===== config.mk =====
export PLATFORM = sky130hd
export DESIGN_NAME = input_conditioner_flat
export DESIGN_NICKNAME = d
export VERILOG_FILES = /design/src/rtl/input_conditioner_if.sv /design/src/rtl/input_conditioner.sv /design/src/flat_wrapper.sv
export SDC_FILE = /design/constraint.sdc
export NUM_CORES = 1
export LEC_CHECK = 0
export CORE_MARGIN = 5
export CORE_UTILIZATION = 50
export DETAILED_ROUTE_END_ITERATION = 12
export GPL_TIMING_DRIVEN = 0
export HOLD_SLACK_MARGIN = 0.06
export PLACE_DENSITY_LB_ADDON = 0.08
export SYNTH_ARGS = -nofsm -noshare
export SYNTH_HDL_FRONTEND = slang
export SYNTH_SLANG_ARGS = --single-unit
export TNS_END_PERCENT = 50

===== constraint.sdc =====
create_clock -name CLK_10MHZ -period 5.3 [get_ports CLK_10MHZ]
set_input_delay 0.795 -clock CLK_10MHZ [delete_from_list [all_inputs] [get_ports CLK_10MHZ]]
set_output_delay 0.795 -clock CLK_10MHZ [all_outputs]
set_load 0.02 [all_outputs]

===== src/rtl/input_conditioner_if.sv =====
// Raw board inputs and conditioned key/switch outputs of the reaction-timer front end.
// master = board/game side, slave = input_conditioner.
interface input_conditioner_if;
  logic       KEY0;
  logic       KEY1;
  logic [9:0] SW;
  logic       KEY0_PRESSED;
  logic       KEY1_PRESSED;
  logic       KEY0_PRESS_PULSE;
  logic       KEY1_PRESS_PULSE;
  logic       KEY0_RELEASE_PULSE;
  logic       KEY1_RELEASE_PULSE;
  logic [9:0] SW_DB;
  logic [9:0] SW_RISE;
  logic [9:0] SW_FALL;

  modport master (
    output KEY0, KEY1, SW,
    input  KEY0_PRESSED, KEY1_PRESSED, KEY0_PRESS_PULSE, KEY1_PRESS_PULSE,
           KEY0_RELEASE_PULSE, KEY1_RELEASE_PULSE, SW_DB, SW_RISE, SW_FALL
  );

  modport slave (
    input  KEY0, KEY1, SW,
    output KEY0_PRESSED, KEY1_PRESSED, KEY0_PRESS_PULSE, KEY1_PRESS_PULSE,
           KEY0_RELEASE_PULSE, KEY1_RELEASE_PULSE, SW_DB, SW_RISE, SW_FALL
  );
endinterface


===== src/rtl/input_conditioner.sv =====
// Synchronises and debounces KEY0/KEY1/SW[9:0] into clean active-high levels
// plus single-cycle rise/fall pulses, one independent channel per input.
module input_conditioner #(
  parameter int unsigned DEBOUNCE_CYCLES = 200000,
  parameter int unsigned CNT_W           = 18
) (
  input  logic                CLK_10MHZ,
  input  logic                RST_N,
  input_conditioner_if.slave  bus
);

  localparam int unsigned     N_CH     = 12;
  localparam logic [N_CH-1:0] KEY_MASK = 12'h003;
  localparam logic [CNT_W-1:0] CNT_LAST = CNT_W'(DEBOUNCE_CYCLES - 1);

  typedef enum logic [1:0] {STABLE0, PEND1, STABLE1, PEND0} db_state_e;

  logic [N_CH-1:0] raw;
  logic [N_CH-1:0] sync1;
  logic [N_CH-1:0] sync2;
  logic [N_CH-1:0] chan;
  logic [N_CH-1:0] lvl;
  logic [N_CH-1:0] rise;
  logic [N_CH-1:0] fall;

  assign raw = {bus.SW, bus.KEY1, bus.KEY0};

  // Key flops hold the raw active-low level, so they reset to 1 (released)
  always_ff @(posedge CLK_10MHZ or negedge RST_N) begin
    if (!RST_N) begin
      sync1 <= KEY_MASK;
      sync2 <= KEY_MASK;
    end else begin
      sync1 <= raw;
      sync2 <= sync1;
    end
  end

  assign chan = sync2 ^ KEY_MASK;

  for (genvar g = 0; g < int'(N_CH); g++) begin : g_ch
    db_state_e        state;
    db_state_e        state_nxt;
    logic [CNT_W-1:0] cnt;
    logic [CNT_W-1:0] cnt_nxt;
    logic             lvl_q;
    logic             lvl_nxt;
    logic             rise_q;
    logic             rise_nxt;
    logic             fall_q;
    logic             fall_nxt;

    always_ff @(posedge CLK_10MHZ or negedge RST_N) begin
      if (!RST_N) begin
        state  <= STABLE0;
        cnt    <= '0;
        lvl_q  <= 1'b0;
        rise_q <= 1'b0;
        fall_q <= 1'b0;
      end else begin
        state  <= state_nxt;
        cnt    <= cnt_nxt;
        lvl_q  <= lvl_nxt;
        rise_q <= rise_nxt;
        fall_q <= fall_nxt;
      end
    end

    // Entering a pending state counts the first new sample, so the level flips
    // on the DEBOUNCE_CYCLES-th consecutive new sample.
    always_comb begin
      state_nxt = state;
      cnt_nxt   = cnt;
      lvl_nxt   = lvl_q;
      rise_nxt  = 1'b0;
      fall_nxt  = 1'b0;
      case (state)
        STABLE0: begin
          if (chan[g]) begin
            state_nxt = PEND1;
            cnt_nxt   = CNT_W'(1);
          end
        end
        PEND1: begin
          if (!chan[g]) begin
            state_nxt = STABLE0;
            cnt_nxt   = '0;
          end else if (cnt == CNT_LAST) begin
            state_nxt = STABLE1;
            cnt_nxt   = '0;
            lvl_nxt   = 1'b1;
            rise_nxt  = 1'b1;
          end else begin
            cnt_nxt = cnt + CNT_W'(1);
          end
        end
        STABLE1: begin
          if (!chan[g]) begin
            state_nxt = PEND0;
            cnt_nxt   = CNT_W'(1);
          end
        end
        PEND0: begin
          if (chan[g]) begin
            state_nxt = STABLE1;
            cnt_nxt   = '0;
          end else if (cnt == CNT_LAST) begin
            state_nxt = STABLE0;
            cnt_nxt   = '0;
            lvl_nxt   = 1'b0;
            fall_nxt  = 1'b1;
          end else begin
            cnt_nxt = cnt + CNT_W'(1);
          end
        end
        default: begin
          state_nxt = STABLE0;
          cnt_nxt   = '0;
          lvl_nxt   = 1'b0;
        end
      endcase
    end

    assign lvl[g]  = lvl_q;
    assign rise[g] = rise_q;
    assign fall[g] = fall_q;
  end

  assign bus.KEY0_PRESSED       = lvl[0];
  assign bus.KEY1_PRESSED       = lvl[1];
  assign bus.KEY0_PRESS_PULSE   = rise[0];
  assign bus.KEY1_PRESS_PULSE   = rise[1];
  assign bus.KEY0_RELEASE_PULSE = fall[0];
  assign bus.KEY1_RELEASE_PULSE = fall[1];
  assign bus.SW_DB              = lvl[11:2];
  assign bus.SW_RISE            = rise[11:2];
  assign bus.SW_FALL            = fall[11:2];

endmodule

===== src/flat_wrapper.sv =====
// flat-port wrapper written by rule: the top's interface ports become plain ports
module input_conditioner_flat 
#(
  parameter int unsigned DEBOUNCE_CYCLES = 200000,
  parameter int unsigned CNT_W           = 18
)
  (CLK_10MHZ, RST_N, bus_KEY0, bus_KEY1, bus_SW, bus_KEY0_PRESSED, bus_KEY1_PRESSED, bus_KEY0_PRESS_PULSE, bus_KEY1_PRESS_PULSE, bus_KEY0_RELEASE_PULSE, bus_KEY1_RELEASE_PULSE, bus_SW_DB, bus_SW_RISE, bus_SW_FALL);
  input_conditioner_if bus_i ();
  input  logic CLK_10MHZ;
  input  logic RST_N;
  input wire logic [$bits(bus_i.KEY0)-1:0] bus_KEY0;
  input wire logic [$bits(bus_i.KEY1)-1:0] bus_KEY1;
  input wire logic [$bits(bus_i.SW)-1:0] bus_SW;
  output wire logic [$bits(bus_i.KEY0_PRESSED)-1:0] bus_KEY0_PRESSED;
  output wire logic [$bits(bus_i.KEY1_PRESSED)-1:0] bus_KEY1_PRESSED;
  output wire logic [$bits(bus_i.KEY0_PRESS_PULSE)-1:0] bus_KEY0_PRESS_PULSE;
  output wire logic [$bits(bus_i.KEY1_PRESS_PULSE)-1:0] bus_KEY1_PRESS_PULSE;
  output wire logic [$bits(bus_i.KEY0_RELEASE_PULSE)-1:0] bus_KEY0_RELEASE_PULSE;
  output wire logic [$bits(bus_i.KEY1_RELEASE_PULSE)-1:0] bus_KEY1_RELEASE_PULSE;
  output wire logic [$bits(bus_i.SW_DB)-1:0] bus_SW_DB;
  output wire logic [$bits(bus_i.SW_RISE)-1:0] bus_SW_RISE;
  output wire logic [$bits(bus_i.SW_FALL)-1:0] bus_SW_FALL;
  assign bus_i.KEY0 = bus_KEY0;
  assign bus_i.KEY1 = bus_KEY1;
  assign bus_i.SW = bus_SW;
  assign bus_KEY0_PRESSED = bus_i.KEY0_PRESSED;
  assign bus_KEY1_PRESSED = bus_i.KEY1_PRESSED;
  assign bus_KEY0_PRESS_PULSE = bus_i.KEY0_PRESS_PULSE;
  assign bus_KEY1_PRESS_PULSE = bus_i.KEY1_PRESS_PULSE;
  assign bus_KEY0_RELEASE_PULSE = bus_i.KEY0_RELEASE_PULSE;
  assign bus_KEY1_RELEASE_PULSE = bus_i.KEY1_RELEASE_PULSE;
  assign bus_SW_DB = bus_i.SW_DB;
  assign bus_SW_RISE = bus_i.SW_RISE;
  assign bus_SW_FALL = bus_i.SW_FALL;
  input_conditioner #(.DEBOUNCE_CYCLES(DEBOUNCE_CYCLES), .CNT_W(CNT_W)) u_core (.CLK_10MHZ(CLK_10MHZ), .RST_N(RST_N), .bus(bus_i));
endmodule

Word-level counts from Yosys, hierarchy flattened

Cells that the tools add are included.

Bitwise operators: 1
Add/sub/neg operators: 12
Multiplexer cells: 276
Equal/unequal tests: 144
Reductions and logical operators: 60

Operators with widths:

| kind                                                  | count |
|---|---|
| 2-to-1 mux 18 bit                                     | 60 |
| case mux 18 bit (4 select lines)                      | 12 |
| adder 18 x 1 -> 18 bit, second input constant         | 12 |
| == test 18 bit, second input constant                 | 12 |
| 2-to-1 mux 2 bit                                      | 72 |
| 2-to-1 mux 1 bit                                      | 108 |
| inequality test 2 x 1 -> 1 bit, second input constant | 48 |
| case mux 2 bit (4 select lines)                       | 12 |
| AND reduction 5 bit                                   | 12 |
| == test 2 bit, second input constant                  | 24 |
| inequality test 2 bit, second input constant          | 24 |
| AND reduction 4 bit                                   | 12 |
| inequality test 3 x 1 -> 1 bit, second input constant | 12 |
| inequality test 3 bit, second input constant          | 12 |
| == test 2 x 1 -> 1 bit, second input constant         | 12 |
| logical NOT 2 bit                                     | 12 |
| case mux 1 bit (2 select lines)                       | 12 |
| AND reduction 2 bit                                   | 12 |
| nonzero test 2 bit                                    | 12 |
| NOT 2 bit                                             | 1 |

Word-level logic and storage cells: 555
Bits in registers: 300
Input port bits: 14

Logic depth before layout (Yosys ltp)

Word-level depth: 4
Depth in mapped cells: 8

Worst setup path after synthesis

Ideal clock, no wire load.

Path kind: register -> register
From: register u_core.g_ch[9].cnt[12]
To: register (tool-made name)
Library setup time: 0.125 ns
Clock period less this slack: 1.971 ns
Data arrival time: 1.846 ns
Cell stages (with the launch flop): 6
Setup slack: 3.329 ns
Path buffers: 0
Cells stage by stage: dfrtp_1 > or4b_4 > nor4_4 > a21oi_2 > and2b_2 > mux2_2

RTL lines:

| element                | RTL line                | RTL |
|---|---|---|
| from (decl)            | input_conditioner.sv:44 | `logic [CNT_W-1:0] cnt;` |
| from (signal assigned) | input_conditioner.sv:62 | `cnt <= cnt_nxt;` |

Worst setup path after layout

From: register u_core.g_ch[6].lvl_q
To: output port bus_SW_DB[4]

RTL lines:

| element                | RTL line                | RTL |
|---|---|---|
| from (decl)            | input_conditioner.sv:46 | `logic lvl_q;` |
| from (signal assigned) | input_conditioner.sv:63 | `lvl_q <= lvl_nxt;` |
| to (decl)              | flat_wrapper.sv:20      | `output wire logic [$bits(bus_i.SW_DB)-1:0] bus_SW_DB;` |

No word-level cell between the ends.

==> flow_metrics.py <==
metrics = {
    "status": {
        "status": "completed",
    },
    "global_routing": {
        "groute.usage.overall": 0.191,
        "antenna_found_initial": 0,
        "grt_remaining_overflow": 0,
        "grt_max_degree": 83,
        "grt_pass1_wl_mm": 57.2,
        "grt_pass1_vias": 12100,
    },
    "final_layout": {
        "finish.utilization": 0.577,
        "area_growth_pct": 14.4,
        "design_area_um2": 17600,
        "fin_nets": 1776,
        "n_antenna_cell": 0,
        "layout_common_cells": "dfrtp_1, nand2_1, a31oi_1, nand3_1, a21oi_1",
        "final_common_cell": "dfrtp_1",
        "nFillCells": 2644,
        "multi_input_area_um2": 7120,
        "seqCellArea_um2": 7510,
        "drive_above_1_share": 0.0947,
    },
    "critical_path": {
        "rr_worst_depth": 8,
        "cp_data_required_time_ns": 4.51,
        "r2r-start": "u_core.g_ch[11].cnt[0]",
        "rr_endpoint": "u_core.g_ch[11].cnt[16]",
        "slowest_stage": "clkdlybuf4s50_1",
        "path_class": "reg -> out",
        "regToRegSetupSlack_ns": 3.00,
        "slowest_delay_ns": 0.59,
        "cp.buffers_inverters": 2,
        "cp-startpoint": "u_core.g_ch[6].lvl_q",
        "crit_chain": "buf_4 > clkdlybuf4s50_1",
        "crit_end": "bus_SW_DB[4]",
        "crit_path_start_kind": "flip-flop",
        "cp.depth": 2,
        "setup.worst_path.end_class": "output port",
        "path_delay_family": "buffers and inverters",
        "worst_ep_arrival_time_ns": 1.59,
        "cp_max_fo": 2,
    },
    "synth": {
        "ys_ff_latch": 300,
        "yosys_warnings": 0,
        "synth_top_cell_by_area": "dfrtp_1",
        "yosys.area_share.simple": 0.235,
        "netlist_area_um2": 15300,
        "synthMuxAreaShare": 0.0112,
        "synth_edf_count": 0,
        "synth_xor_area_frac": 0.0148,
        "synth_compound_area_frac": 0.193,
        "synth_flop_cell": "dfrtp_1",
        "synth_area_per_cell_um2": 9.24,
        "yosysTopAreaCellShare": 0.483,
        "synth_fa_ha_area_frac": 0.00978,
        "synth_top_family_by_area": "simple AND/OR/NAND/NOR gates",
        "synth.distinct_cells": 75,
        "synth_fp_nets": 1686,
        "synthArstFlopShare": 1.00,
        "ys_seq_area_frac": 0.490,
        "synthTopCellsByArea": "dfrtp_1, a31oi_1, nand2_1, nand3_1, a21oi_1",
        "synthCells": 1660,
    },
    "timing": {
        "period_needed_ns": 2.39,
        "setup_violations": 0,
        "timing.final.crit_share": 0.451,
        "slew_viol_final": 0,
        "fmax_mhz": 418,
        "postLayoutSetupSlackWorst_ns": 2.91,
        "rsz0062_at_grt": "no",
        "final_hold_viol_count": 0,
        "worstMarginPinSlew_ns": 0.932,
        "slew_headroom": 0.373,
        "setup_tns_ns": 0,
        "holdWs_ns": 0.237,
        "clock_skew_ns": 0.0106,
    },
    "routing": {
        "drcViolationCount": 0,
        "first_pass_iters": 9,
        "drt-wirelength-per-cell_um": 15.0,
        "ant_nets": 0,
        "vias_per_cell": 5.85,
        "via_count": 12700,
        "drtIter0Drc": 870,
        "wirelength_mm": 32.5,
    },
    "cts": {
        "ctsResizeCount": 0,
        "cts_buffer_depth": 3,
        "path_clk_slew_ns": 0.06,
        "clock-sinks": 300,
        "cts_root_buf": "clkbuf_16",
        "htree_levels": 2,
        "cts_tree": "done",
        "clkLatencyLatePin_ns": 0.50,
        "cts_buffers": 36,
        "post_cts.repair.setup_buffers": 0,
        "holdBufCountCts": 0,
    },
    "floorplanning": {
        "num_rows": 64,
        "fp.dieArea_um2": 34300,
        "start_util": 0.504,
        "num_io_pins": 50,
        "die_y_um": 185,
        "fp.dieW_um": 185,
        "coreArea_um2": 30400,
    },
    "power": {
        "power.leakage_nw": 7.43,
        "peakVddDrop_v": 0.000245,
        "power_density_nw_per_um2": 321,
    },
    "run": {
        "cap_viol_max_count": 0,
    },
    "place": {
        "port-buffer-count": 49,
        "place_area_um2": 16400,
        "hpwl_mm": 21.5,
        "pre_cts_slack_ns": 3.02,
        "globalplace.congestion": 0.817,
    },
    "min_path": {
        "hold_class": "in -> async",
    },
}
[Yosys cell counts, types with 27 or more instances]
cell type,instances
inv_1,42
nor2_1,100
nand3_1,130
buf_2,31
buf_4,31
nor3_1,47
clkbuf_1,31
dfrtp_1,296
a31oi_1,149
a41oi_1,32
and3_1,42
o21ai_0,63
nand4_1,36
nand2_1,198
a21oi_1,127
nand2b_1,27
[metrics by stage]
stage,power (mW),cells
floorplan,3.10,1660
global placement,3.31,2105
detailed placement,3.33,2108
CTS,5.72,2170
global route,5.94,2170
finish,5.64,2170
[flip-flops by register name, indices dropped and copies added, names as in the netlist, 10 cells and up, named ones only]
name,count
u_core.g_ch.rise_q,10
u_core.g_ch.state,12
u_core.g_ch.lvl_q,10
u_core.sync2,12
u_core.g_ch.fall_q,10
u_core.sync1,12
u_core.g_ch.cnt,216
[worst min path at each step]
stage | startpoint | end | cells past startpoint
3_3_place_gp | u_core.sync1[3] | u_core.sync2[3] | 0
4_1_cts | RST_N | asynchronous set/reset pin | 1
3_5_place_dp | u_core.sync1[9] | u_core.sync2[9] | 0
5_1_grt | RST_N | asynchronous set/reset pin | 1
6_report | RST_N | asynchronous set/reset pin | 1
2_1_floorplan | u_core.sync1[10] | u_core.sync2[10] | 0
[routing by layer]
metal,vias to the layer above,wire length [µm],GRT usage
li1,6325,-,-
met1,6093,15700,0.274
met2,221,14900,0.309
met3,52,1310,0.0302
met4,0,561,0.0461
met5,-,0,0
[layout make-up]
class | instances | area share
clock inverters | 12 | 0.00520
flip-flops and latches | 300 | 0.428
multi-input cells | 1217 | 0.405
well taps | 396 | 0.0282
inverters | 42 | 0.00898
clock buffers | 50 | 0.0595
repair buffers | 52 | 0.0329
plain buffers | 101 | 0.0317
[report_power, final]
| part | internal, mW | switching (mW) | total [mW] |
|---|---|---|---|
| Combinational | 0.272 | 0.422 | 0.693 |
| Clock | 1.42 | 0.924 | 2.35 |
| Sequential | 2.43 | 0.173 | 2.60 |
| Total | 4.12 | 1.52 | 5.64 |
[cells by family (layout without fill, tap and decap cells)]
logic type | Yosys count | count (layout)
compound gates | 469 | 469
xor+xnor | 26 | 26
fa+ha+maj | 12 | 12
buf+inv | 143 | 257
flops | 300 | 300
mux | 17 | 17
simple gates | 693 | 693
(Power assumes the default switching activity.)
